===== src/rtl/io_pwr_seq.sv =====
// IO pad-ring power sequencer: debounces the supply-good flags, then releases
// retention and output enables in order, and drops back to retention on supply loss.
module io_pwr_seq #(
  parameter int unsigned SYNC_STAGES = 2,
  parameter int unsigned DEB_CYC     = 64,
  parameter int unsigned RET_DLY     = 16,
  parameter int unsigned OE_DLY      = 16,
  parameter int unsigned CNT_W       = 8
) (
  input  logic       clk,
  input  logic       rst,
  input  logic       vddio_ok,
  input  logic       vdd_ok,
  input  logic       force_off,
  input  logic       fault_clr,
  output logic       pad_ret,
  output logic       pad_oe_en,
  output logic       io_ready,
  output logic       fault_sticky,
  output logic [2:0] state_o
);

  localparam logic [2:0] ST_OFF      = 3'd0;
  localparam logic [2:0] ST_DEBOUNCE = 3'd1;
  localparam logic [2:0] ST_RET_REL  = 3'd2;
  localparam logic [2:0] ST_OE_EN    = 3'd3;
  localparam logic [2:0] ST_READY    = 3'd4;
  localparam logic [2:0] ST_SHUTDOWN = 3'd5;
  localparam logic [2:0] ST_FAULT    = 3'd6;

  localparam logic [CNT_W-1:0] DEB_LD = CNT_W'(DEB_CYC - 1);
  localparam logic [CNT_W-1:0] RET_LD = CNT_W'(RET_DLY - 1);
  localparam logic [CNT_W-1:0] OE_LD  = CNT_W'(OE_DLY - 1);

  logic [SYNC_STAGES-1:0] vddio_sync_q, vddio_sync_d;
  logic [SYNC_STAGES-1:0] vdd_sync_q, vdd_sync_d;
  logic [2:0]             state_q, state_d;
  logic [CNT_W-1:0]       cnt_q, cnt_d;
  logic                   pad_ret_q, pad_ret_d;
  logic                   pad_oe_en_q, pad_oe_en_d;
  logic                   io_ready_q, io_ready_d;
  logic                   fault_sticky_q, fault_sticky_d;
  logic                   ok;
  logic                   cnt_zero;

  always_comb begin
    vddio_sync_d = {vddio_sync_q[SYNC_STAGES-2:0], vddio_ok};
    vdd_sync_d   = {vdd_sync_q[SYNC_STAGES-2:0], vdd_ok};
  end

  assign ok       = vddio_sync_q[SYNC_STAGES-1] & vdd_sync_q[SYNC_STAGES-1];
  assign cnt_zero = (cnt_q == '0);

  // Supply loss is tested first in every powered state so it wins over
  // force_off and over counter expiry.
  always_comb begin
    state_d = state_q;
    cnt_d   = cnt_q;
    case (state_q)
      ST_OFF: begin
        if (ok && !force_off) begin
          state_d = ST_DEBOUNCE;
          cnt_d   = DEB_LD;
        end
      end
      ST_DEBOUNCE: begin
        if (!ok || force_off) begin
          state_d = ST_OFF;
          cnt_d   = '0;
        end else if (cnt_zero) begin
          state_d = ST_RET_REL;
          cnt_d   = RET_LD;
        end else begin
          cnt_d = cnt_q - 1'b1;
        end
      end
      ST_RET_REL: begin
        if (!ok) begin
          state_d = ST_FAULT;
          cnt_d   = RET_LD;
        end else if (force_off) begin
          state_d = ST_OFF;
          cnt_d   = '0;
        end else if (cnt_zero) begin
          state_d = ST_OE_EN;
          cnt_d   = OE_LD;
        end else begin
          cnt_d = cnt_q - 1'b1;
        end
      end
      ST_OE_EN: begin
        if (!ok) begin
          state_d = ST_FAULT;
          cnt_d   = RET_LD;
        end else if (force_off) begin
          state_d = ST_SHUTDOWN;
          cnt_d   = OE_LD;
        end else if (cnt_zero) begin
          state_d = ST_READY;
          cnt_d   = '0;
        end else begin
          cnt_d = cnt_q - 1'b1;
        end
      end
      ST_READY: begin
        if (!ok) begin
          state_d = ST_FAULT;
          cnt_d   = RET_LD;
        end else if (force_off) begin
          state_d = ST_SHUTDOWN;
          cnt_d   = OE_LD;
        end
      end
      ST_SHUTDOWN: begin
        if (!ok) begin
          state_d = ST_FAULT;
          cnt_d   = RET_LD;
        end else if (cnt_zero) begin
          state_d = ST_OFF;
          cnt_d   = '0;
        end else begin
          cnt_d = cnt_q - 1'b1;
        end
      end
      ST_FAULT: begin
        if (cnt_zero) begin
          state_d = ST_OFF;
          cnt_d   = '0;
        end else begin
          cnt_d = cnt_q - 1'b1;
        end
      end
      default: begin
        state_d = ST_OFF;
        cnt_d   = '0;
      end
    endcase
  end

  // Outputs decode the next state so they switch on the same edge as state_o.
  always_comb begin
    pad_ret_d   = 1'b1;
    pad_oe_en_d = 1'b0;
    io_ready_d  = 1'b0;
    case (state_d)
      ST_RET_REL, ST_SHUTDOWN: pad_ret_d = 1'b0;
      ST_OE_EN: begin
        pad_ret_d   = 1'b0;
        pad_oe_en_d = 1'b1;
      end
      ST_READY: begin
        pad_ret_d   = 1'b0;
        pad_oe_en_d = 1'b1;
        io_ready_d  = 1'b1;
      end
      default: ;
    endcase
  end

  always_comb begin
    fault_sticky_d = fault_sticky_q;
    if (state_d == ST_FAULT && state_q != ST_FAULT) begin
      fault_sticky_d = 1'b1;
    end else if (fault_clr) begin
      fault_sticky_d = 1'b0;
    end
  end

  always_ff @(posedge clk or posedge rst) begin
    if (rst) begin
      vddio_sync_q   <= '0;
      vdd_sync_q     <= '0;
      state_q        <= ST_OFF;
      cnt_q          <= '0;
      pad_ret_q      <= 1'b1;
      pad_oe_en_q    <= 1'b0;
      io_ready_q     <= 1'b0;
      fault_sticky_q <= 1'b0;
    end else begin
      vddio_sync_q   <= vddio_sync_d;
      vdd_sync_q     <= vdd_sync_d;
      state_q        <= state_d;
      cnt_q          <= cnt_d;
      pad_ret_q      <= pad_ret_d;
      pad_oe_en_q    <= pad_oe_en_d;
      io_ready_q     <= io_ready_d;
      fault_sticky_q <= fault_sticky_d;
    end
  end

  assign pad_ret      = pad_ret_q;
  assign pad_oe_en    = pad_oe_en_q;
  assign io_ready     = io_ready_q;
  assign fault_sticky = fault_sticky_q;
  assign state_o      = state_q;

endmodule

===== config.mk =====
export PLATFORM = sky130hd
export DESIGN_NAME = io_pwr_seq
export DESIGN_NICKNAME = d
export VERILOG_FILES = /design/src/rtl/io_pwr_seq.sv
export SDC_FILE = /design/constraint.sdc
export NUM_CORES = 1
export LEC_CHECK = 0
export ABC_AREA = 1
export ABC_CLOCK_PERIOD_IN_PS = 1400
export CORE_MARGIN = 2
export CORE_UTILIZATION = 51
export CTS_BUF_LIST = sky130_fd_sc_hd__clkbuf_8
export DETAILED_ROUTE_END_ITERATION = 8
export GPL_ROUTABILITY_DRIVEN = 0
export GPL_TIMING_DRIVEN = 0
export PLACE_DENSITY = 0.81
export SETUP_SLACK_MARGIN = 0.3
export SLEW_MARGIN = 20
export SYNTH_ARGS = -nofsm -noshare
export SYNTH_HDL_FRONTEND = slang
export SYNTH_SLANG_ARGS = --single-unit

===== constraint.sdc =====
create_clock -name clk -period 1.4 [get_ports clk]
set_input_delay 0.14 -clock clk [delete_from_list [all_inputs] [get_ports clk]]
set_output_delay 0.14 -clock clk [all_outputs]
set_load 0.02 [all_outputs]

== Word level (Yosys, flattened, before mapping) ==
Index checks and enable logic that the tools add are counted.
Storage, ports and cells
  bits in registers: 19
  bits of input ports: 6
  output and inout port bits: 7
  word-level logic and storage cells: 66
Operators by class
  add/sub/neg operators: 1
  equality and inequality tests: 14
  multiplexer cells: 31
  bitwise logic cells: 1
  reductions and logical operators: 11
Operator list (number)
  $mux W8: 11
  $pmux W8 S7: 1
  $mux W3: 13
  $pmux W3 S7: 1
  $eq A3 B3 Y1 const B: 6
  $eq A3 B2 Y1 const B: 4
  $logic_not A8 Y1: 1
  $sub A8 B1 Y8 const B: 1
  $ne A3 B3 Y1 const B: 2
  $mux W1: 5
  $reduce_or A4 Y1: 1
  $eq A3 B1 Y1 const B: 1
  $logic_not A3 Y1: 1
  $logic_and A1 B1 Y1: 2
  $logic_not A1 Y1: 2
  $ne A2 B2 Y1 const B: 1
  $reduce_and A2 Y1: 1
  $reduce_bool A2 Y1: 1
  $reduce_or A2 Y1: 1
  $and A1 B1 Y1: 1
  $logic_or A1 B1 Y1: 1

== Longest topological paths before layout ==
Gate-level depths: netlist (run 1).
  depth after elaboration: 8
  gate-level depth with buffers: 11

== Worst setup path after synthesis (run 1) ==
OpenSTA, ideal clock, no wires.
  kind: reg2reg
  start: reg cnt_q[0]
  end: reg pad_oe_en_q (netlist: pad_oe_en)
  library setup time: 118 ps
  arrival: 1282 ps
  required time: 1282 ps
  path slack: 1 ps
  stages on the path, launching flop included: 12
  path buffers: 0
  period minus slack after synthesis: 1399 ps
  path through: dfrtp_1 inv_1 ha_1 nand2_1 nor2_1 nand2_1 nand2_1 nand2_1 nor2_2 nor2_1 nand2_1 nand2_1
Between the ends
  word-level cells in the longest chain between the ends: 8
Ends and longest elaborated chain
  start: declaration: line 38  | logic [CNT_W-1:0] cnt_q, cnt_d;
  start signal: assignment: line 183  | cnt_q <= cnt_d;
  $logic_not A8 Y1 *: line 52  | assign cnt_zero = (cnt_q == '0);
  $mux W3 (on tied branches): line 98, 84
  $mux W3 (on tied branches): line 95, 81
  $mux W3 (on tied branches): line 92, 78
  $pmux W3 S7 *: line 59  | case (state_q)
  $eq A3 B3 Y1 / $eq A3 B2 Y1 (equally long branches): line 145  | case (state_d)
  $reduce_or A2 Y1 (no source line) *
  $mux W1 *: line 145
  net pad_oe_en_d: line 40  | logic pad_oe_en_q, pad_oe_en_d;
  end signal: assignment: line 185  | pad_oe_en_q <= pad_oe_en_d;
  end: declaration: line 40
The timed path passes the listed nets; every way through them passes the cells marked *.
A chain may end at the register's enable or synchronous reset.

== Worst setup path after layout (run 1) ==
  start: reg cnt_q[1]
  end: reg cnt_q[7]
Between the ends
  word-level cells in the longest chain between the ends: 5
Ends and longest elaborated chain (line)
  $sub A8 B1 Y8 / $logic_not A8 Y1 (equally long branches)
  $mux W8 (on tied branches)
  $mux W8 (on tied branches): 95, 81
  $mux W8 (on tied branches): 92, 78
  $pmux W8 S7 *: 59
Mark *: on every way between the ends. The rest lies on a longest branch, timed or not.

==> impl_metrics.py, run 1 <==
metrics = {
    "status": {
        "status": "complete, but fails checks",
        "violations": "negative setup slack",
    },
    "cts": {
        "cts.htree.levels": 1,
        "cts_sinks": 19,
        "cts_buffer_depth": 2,
        "cts_hold_buf": 0,
        "cts_root_buf": "clkbuf_8",
        "path_clk_slew_ps": 70,
        "clock_latency_ps": 260,
        "cts_tree": "yes",
        "cts_buffers": 3,
    },
    "critical_path": {
        "slowest_stage": "dfrtp_1",
        "critPathMaxStageDelay_ps": 390,
        "crit_chain": "inv_2 -> buf_4 -> buf_6 -> nand4_1 -> nor2_1 -> xor2_1 -> nand2_1 -> o21ai_0",
        "startpoint_type": "flop",
        "critPathTopFamily": "simple AND/OR/NAND/NOR gates",
        "worst-setup-path-type": "flop to flop",
        "critPathBufInv": 3,
        "cp.arrival_ps": 1620,
        "crit_fanout": 3,
        "crit_path_end_kind": "flop",
        "required_ps": 1570,
    },
    "final_layout": {
        "regArea_um2": 480,
        "stdcell_count": 215,
        "multi_input_area_um2": 713,
        "layout_commonest_cell": "nand2_1",
        "final_cell_mix": "nand2_1, inv_1, dfrtp_1",
        "area_delta_synth_final_pct": 40.6,
        "insertedDiodeCount": 0,
        "nFillCells": 145,
        "layout-drive-gt1-share_pct": 39.0,
        "nets": 196,
    },
    "route": {
        "ant_nets": 0,
        "dr.pass1.iters": 4,
        "wl_um": 2970,
        "drt_iter0_drc": 48,
        "vias": 1172,
        "post_drt_wl_per_cell_um": 13.8,
        "avgViaCountPerCell": 5.45,
        "drc_errors": 0,
    },
    "synth": {
        "yosys_warnings": 0,
        "avgSynthCellArea_um2": 7.07,
        "synth_cell_types": 19,
        "postSynthCellCount": 159,
        "syn-cell-area_um2": 1120,
        "synth-seq-area-share_pct": 42.4,
        "synth-edff-count": 0,
        "ys_ff_latch": 19,
        "async_flop_share_pct": 100,
        "ys.flop_type": "dfrtp_1",
        "synth_fp_nets": 167,
    },
    "timing": {
        "hold_viol": 0,
        "relSlewSlack_pct": 51.4,
        "tns_ps": -131,
        "fin_ws_ps": -41.9,
        "min_period_ps": 1440,
        "worst_pin_slew_ps": 728,
        "setup_viol": 6,
        "timing.final.crit_share_pct": 103,
        "timing.hold.ws_ps": 298,
        "max_freq_ghz": 0.694,
        "rsz0062_at_grt": "yes",
        "fin_skew_ps": 2.34,
        "slew_viol_final": 0,
    },
    "pwr": {
        "power.leakage_nw": 0.813,
        "cellPowerDensity_nw_per_um2": 2360,
        "ir_worst_vdd_mv": 1.30,
        "p_total_mw": 3.74,
    },
    "global_route": {
        "grt_pass1_wl_um": 4160,
        "grt_antenna_before_repair": 0,
        "gr-total-overflow": 0,
        "track_usage_pct": 21.1,
        "grt_start_max_net_pins": 20,
        "grt_pass1_vias": 1015,
    },
    "die": {
        "die-area_um2": 2600,
        "die_w_um": 51.0,
        "core_um2": 2150,
        "ios": 13,
        "start_util_pct": 52.4,
        "dieHeight_um": 51.0,
        "rows": 17,
    },
    "placed_design": {
        "dp.cells": 199,
        "dp_hpwl_um": 1720,
        "post-place-ws_ps": -207,
        "port_buffers": 12,
    },
    "run": {
        "max-cap-violations": 0,
    },
    "hold_path": {
        "hold_path_class": "primary input to async pin",
    },
}
[routing by layer]
metal / part of all wire (%) / up-vias / track usage [%]
li1: - / 551 / -
met1: 42 / 559 / 26.2
met2: 51 / 55 / 35.5
met3: 5.9 / 7 / 2.92
met4: 1.4 / 0 / 11.3
met5: 0 / - / 0
[sequential cells by signal, summed over array words and instances (netlist names)]
name          count
cnt_q             8
fault_sticky      1
vdd_sync_q        2
io_ready          1
vddio_sync_q      2
pad_ret           1
state_o           3
pad_oe_en         1
[cell families after synthesis]
group / count (synthesis) / synth area share [%]
buffers and inverters: 25 / 8.34
XOR/XNOR: 6 / 4.67
adder cells (fa/ha/maj): 2 / 2.22
AND/OR/NAND/NOR: 95 / 36.3
AO/OA/AOI/OAI: 12 / 6.12
flip-flops: 19 / 42.4
[cell type report]
class / count / share of cell area, %
sequential: 19 / 30.4
tap: 28 / 2.22
multi-input combinational: 115 / 45.1
timing repair buffer: 24 / 13.3
clock buffer: 3 / 2.61
clock inverter: 1 / 0.316
inverter: 25 / 6.09
[power breakdown]
group	switching, mW	internal (mW)
clock network	0.181	0.198
registers	0.188	0.760
logic	1.44	0.966
total	1.81	1.92
[final timing paths]
check	cells past startpoint	slack, ps	start	to
setup / recovery	8	-40	cnt_q[1]	cnt_q[7]
hold / removal	2	300	rst	pad_oe_en
setup reg to reg	8	-40	cnt_q[1]	cnt_q[7]
hold reg to reg	0	350	vdd_sync_q[0]	vdd_sync_q[1]
max in group asynchronous	2	600	rst	state_o[0]
min in group clk	1	320	vddio_ok	vddio_sync_q[0]
[Yosys cell counts (2+ instances only)]
cell type	number	area share, %
inv_2	4	1.3
nor2_1	10	3.3
nor2_2	4	2.2
inv_1	21	7.0
dfrtp_1	18	40
a21oi_1	3	1.3
xor2_1	6	4.7
nand2_1	59	20
o211ai_1	2	1.3
nand3_1	14	6.2
ha_1	2	2.2
o21ai_0	5	2.2
nand2_2	2	1.1
nand4_1	4	2.2
[what timing repair did]
action,4_1_cts,5_1_grt
pin swaps,17,17
setup buffers,6,6
endpoints found under the hold margin,0,0
gates resized for setup,28,38
endpoints found under the setup margin,22,16
[metrics by stage]
stage                     instance area (µm²)  util (%)
after floorplan                          1160         -
after global placement                   1310      61.0
after detailed placement                 1310      61.0
after CTS                                1420      65.9
after global routing                     1580      73.6
final                                    1580      73.6
No activity file was read; power rests on OpenSTA's default activity.
==> inputs of run 2 (changes only) <==
CORE_ASPECT_RATIO = 1.5   (was not set)
==> run 2 against run 1 <==
Effect of this change:
- the run still ends with negative setup slack left
- register-to-register slack about the same
- sequential share of layout area grew 0.92 points
- combinational power fell by 6%
- critical path depth increased by 1
- clock skew is 3.7 ps higher
- sequential power down 0.6%
- global-route usage rose by 3.2 points
- via count fell by 3.6%
- maximum frequency rose by 0.12%
- design area down 2.9%
- utilization grew 1.2 points
- clock-buffer cell count unchanged
- critical path type unchanged
- highest routed layer unchanged
==> impl_metrics.py, run 2 (same netlist as run 1, synthesis figures left out) <==
metrics = {
    "final_layout": {
        "nFillCells": 139,
        "stdcell_count": 208,
        "regMostFlops": "cnt_q",
        "layout-drive-gt1-share_pct": 30.6,
        "final_cell_mix": "nand2_1, inv_1, dfrtp_1",
        "area_delta_synth_final_pct": 36.5,
        "insertedDiodeCount": 0,
        "final_cell_area_um2": 1540,
        "nets": 195,
        "largest_reg_flops": 8,
        "final_util_pct": 74.8,
        "layout_commonest_cell": "nand2_1",
    },
    "route": {
        "drc_errors": 0,
        "wl_um": 2930,
        "vias": 1130,
        "dr.pass1.iters": 4,
        "avgViaCountPerCell": 5.43,
        "ant_nets": 0,
        "drt_iter0_drc": 27,
        "post_drt_wl_per_cell_um": 14.1,
    },
    "status": {
        "status": "complete, but fails checks",
        "violations": "negative setup slack",
    },
    "critical_path": {
        "required_ps": 1560,
        "crit_fanout": 5,
        "r2r_slack_ps": -40,
        "worst-setup-path-type": "flop to flop",
        "cp.arrival_ps": 1600,
        "startpoint_type": "flop",
        "crit_path_end_kind": "flop",
    },
    "cts": {
        "cts_root_buf": "clkbuf_8",
        "cts_buffer_depth": 2,
        "cts_sinks": 19,
        "path_clk_slew_ps": 70,
        "cts_tree": "yes",
        "clock_latency_ps": 260,
        "cts_buffers": 3,
        "cts.htree.levels": 1,
        "cts_hold_buf": 0,
    },
    "timing": {
        "worst_pin_slew_ps": 712,
        "fin_ws_ps": -40.1,
        "hold_viol": 0,
        "min_period_ps": 1440,
        "rsz0062_at_grt": "yes",
        "timing.final.crit_share_pct": 103,
        "max_freq_ghz": 0.694,
        "fin_skew_ps": 6.06,
        "setup_viol": 6,
        "slew_viol_final": 0,
        "relSlewSlack_pct": 52.5,
        "tns_ps": -113,
    },
    "pwr": {
        "clkPwrFrac_pct": 10.7,
        "ir_worst_vdd_mv": 1.30,
        "p_total_mw": 3.58,
        "power.leakage_nw": 0.798,
        "comb_power_share_pct": 63.0,
        "internal_power_mw": 1.87,
        "p_switching_mw": 1.71,
        "pwr-share-seq_pct": 26.3,
        "cellPowerDensity_nw_per_um2": 2330,
        "swShare_pct": 47.8,
    },
    "die": {
        "die-area_um2": 2610,
        "dieHeight_um": 61.5,
        "core_um2": 2050,
        "ios": 13,
        "rows": 20,
        "start_util_pct": 54.8,
        "die_w_um": 42.3,
    },
    "placed_design": {
        "dp.cells": 193,
        "port_buffers": 12,
        "placed_area_um2": 1300,
        "dp_hpwl_um": 1880,
    },
    "run": {
        "max-cap-violations": 0,
    },
    "global_route": {
        "grt_antenna_before_repair": 0,
        "grt_pass1_wl_um": 4760,
        "grt_start_max_net_pins": 20,
        "gr-total-overflow": 0,
        "track_usage_pct": 24.3,
        "grt_pass1_vias": 1128,
    },
    "hold_path": {
        "hold_path_class": "primary input to async pin",
    },
}
## run 2: power by group through the flow
stage | clock, mW | combinational [mW] | sequential, mW
floorplan | 0 | 1.17 | 1.03
global placement | 0 | 1.67 | 0.940
detailed placement | 0 | 1.70 | 0.948
CTS | 0.382 | 1.82 | 0.936
global route | 0.414 | 2.49 | 0.966
finish | 0.382 | 2.26 | 0.941
## run 2: layout make-up
cell class | instances | area (µm²) | area share, %
Inverter | 25 | 96.3 | 6.28
Sequential cell | 19 | 480 | 31.3
Tap cell | 22 | 27.5 | 1.79
Timing Repair Buffer | 23 | 193 | 12.6
Clock inverter | 1 | 3.75 | 0.244
Multi-Input combinational cell | 115 | 693 | 45.2
Clock buffer | 3 | 41.3 | 2.69
## run 2: worst max-delay path: stages, from the launching register on
cell and delay, ps:
dfrtp_2 460, buf_4 170, nand4_1 120, nand2_2 100, inv_1 70, nand2_1 80, nor2_4 150, nor2_1 60
nand2_1 80, nand2_1 60
## run 2: what timing repair did
action | in CTS | in global routing
endpoints found under the setup margin | 22 | 19
setup buffers | 4 | 7
resized for setup | 27 | 29
endpoints found under the hold margin | 0 | 0
pin swaps | 9 | 14
## run 2: metal layers
layer  global-route usage (%)  part of all wire [%]  up-vias
li1                         -                     -      548
met1                     24.1                    37      524
met2                     46.4                    55       44
met3                     6.16                   4.4       14
met4                     13.4                   3.8        0
met5                        0                     0        -
## run 2: metrics by stage
step	worst slack (ps)	hold WS (ps)
after floorplan	49.4	90.2
after global placement	-186	335
after detailed placement	-250	340
after CTS	-40.2	314
after global routing	-181	318
final	-40.1	289
## run 2: final timing paths
path,start,endpoint,cells after the start
worst min-delay path,rst,pad_oe_en,2
worst min register to register,vdd_sync_q[0],vdd_sync_q[1],0
worst max-delay path,state_o[2],pad_oe_en,9
max in group asynchronous,rst,state_o[1],2
min in group clk,vdd_ok,vdd_sync_q[0],1
worst max register to register,state_o[2],pad_oe_en,9
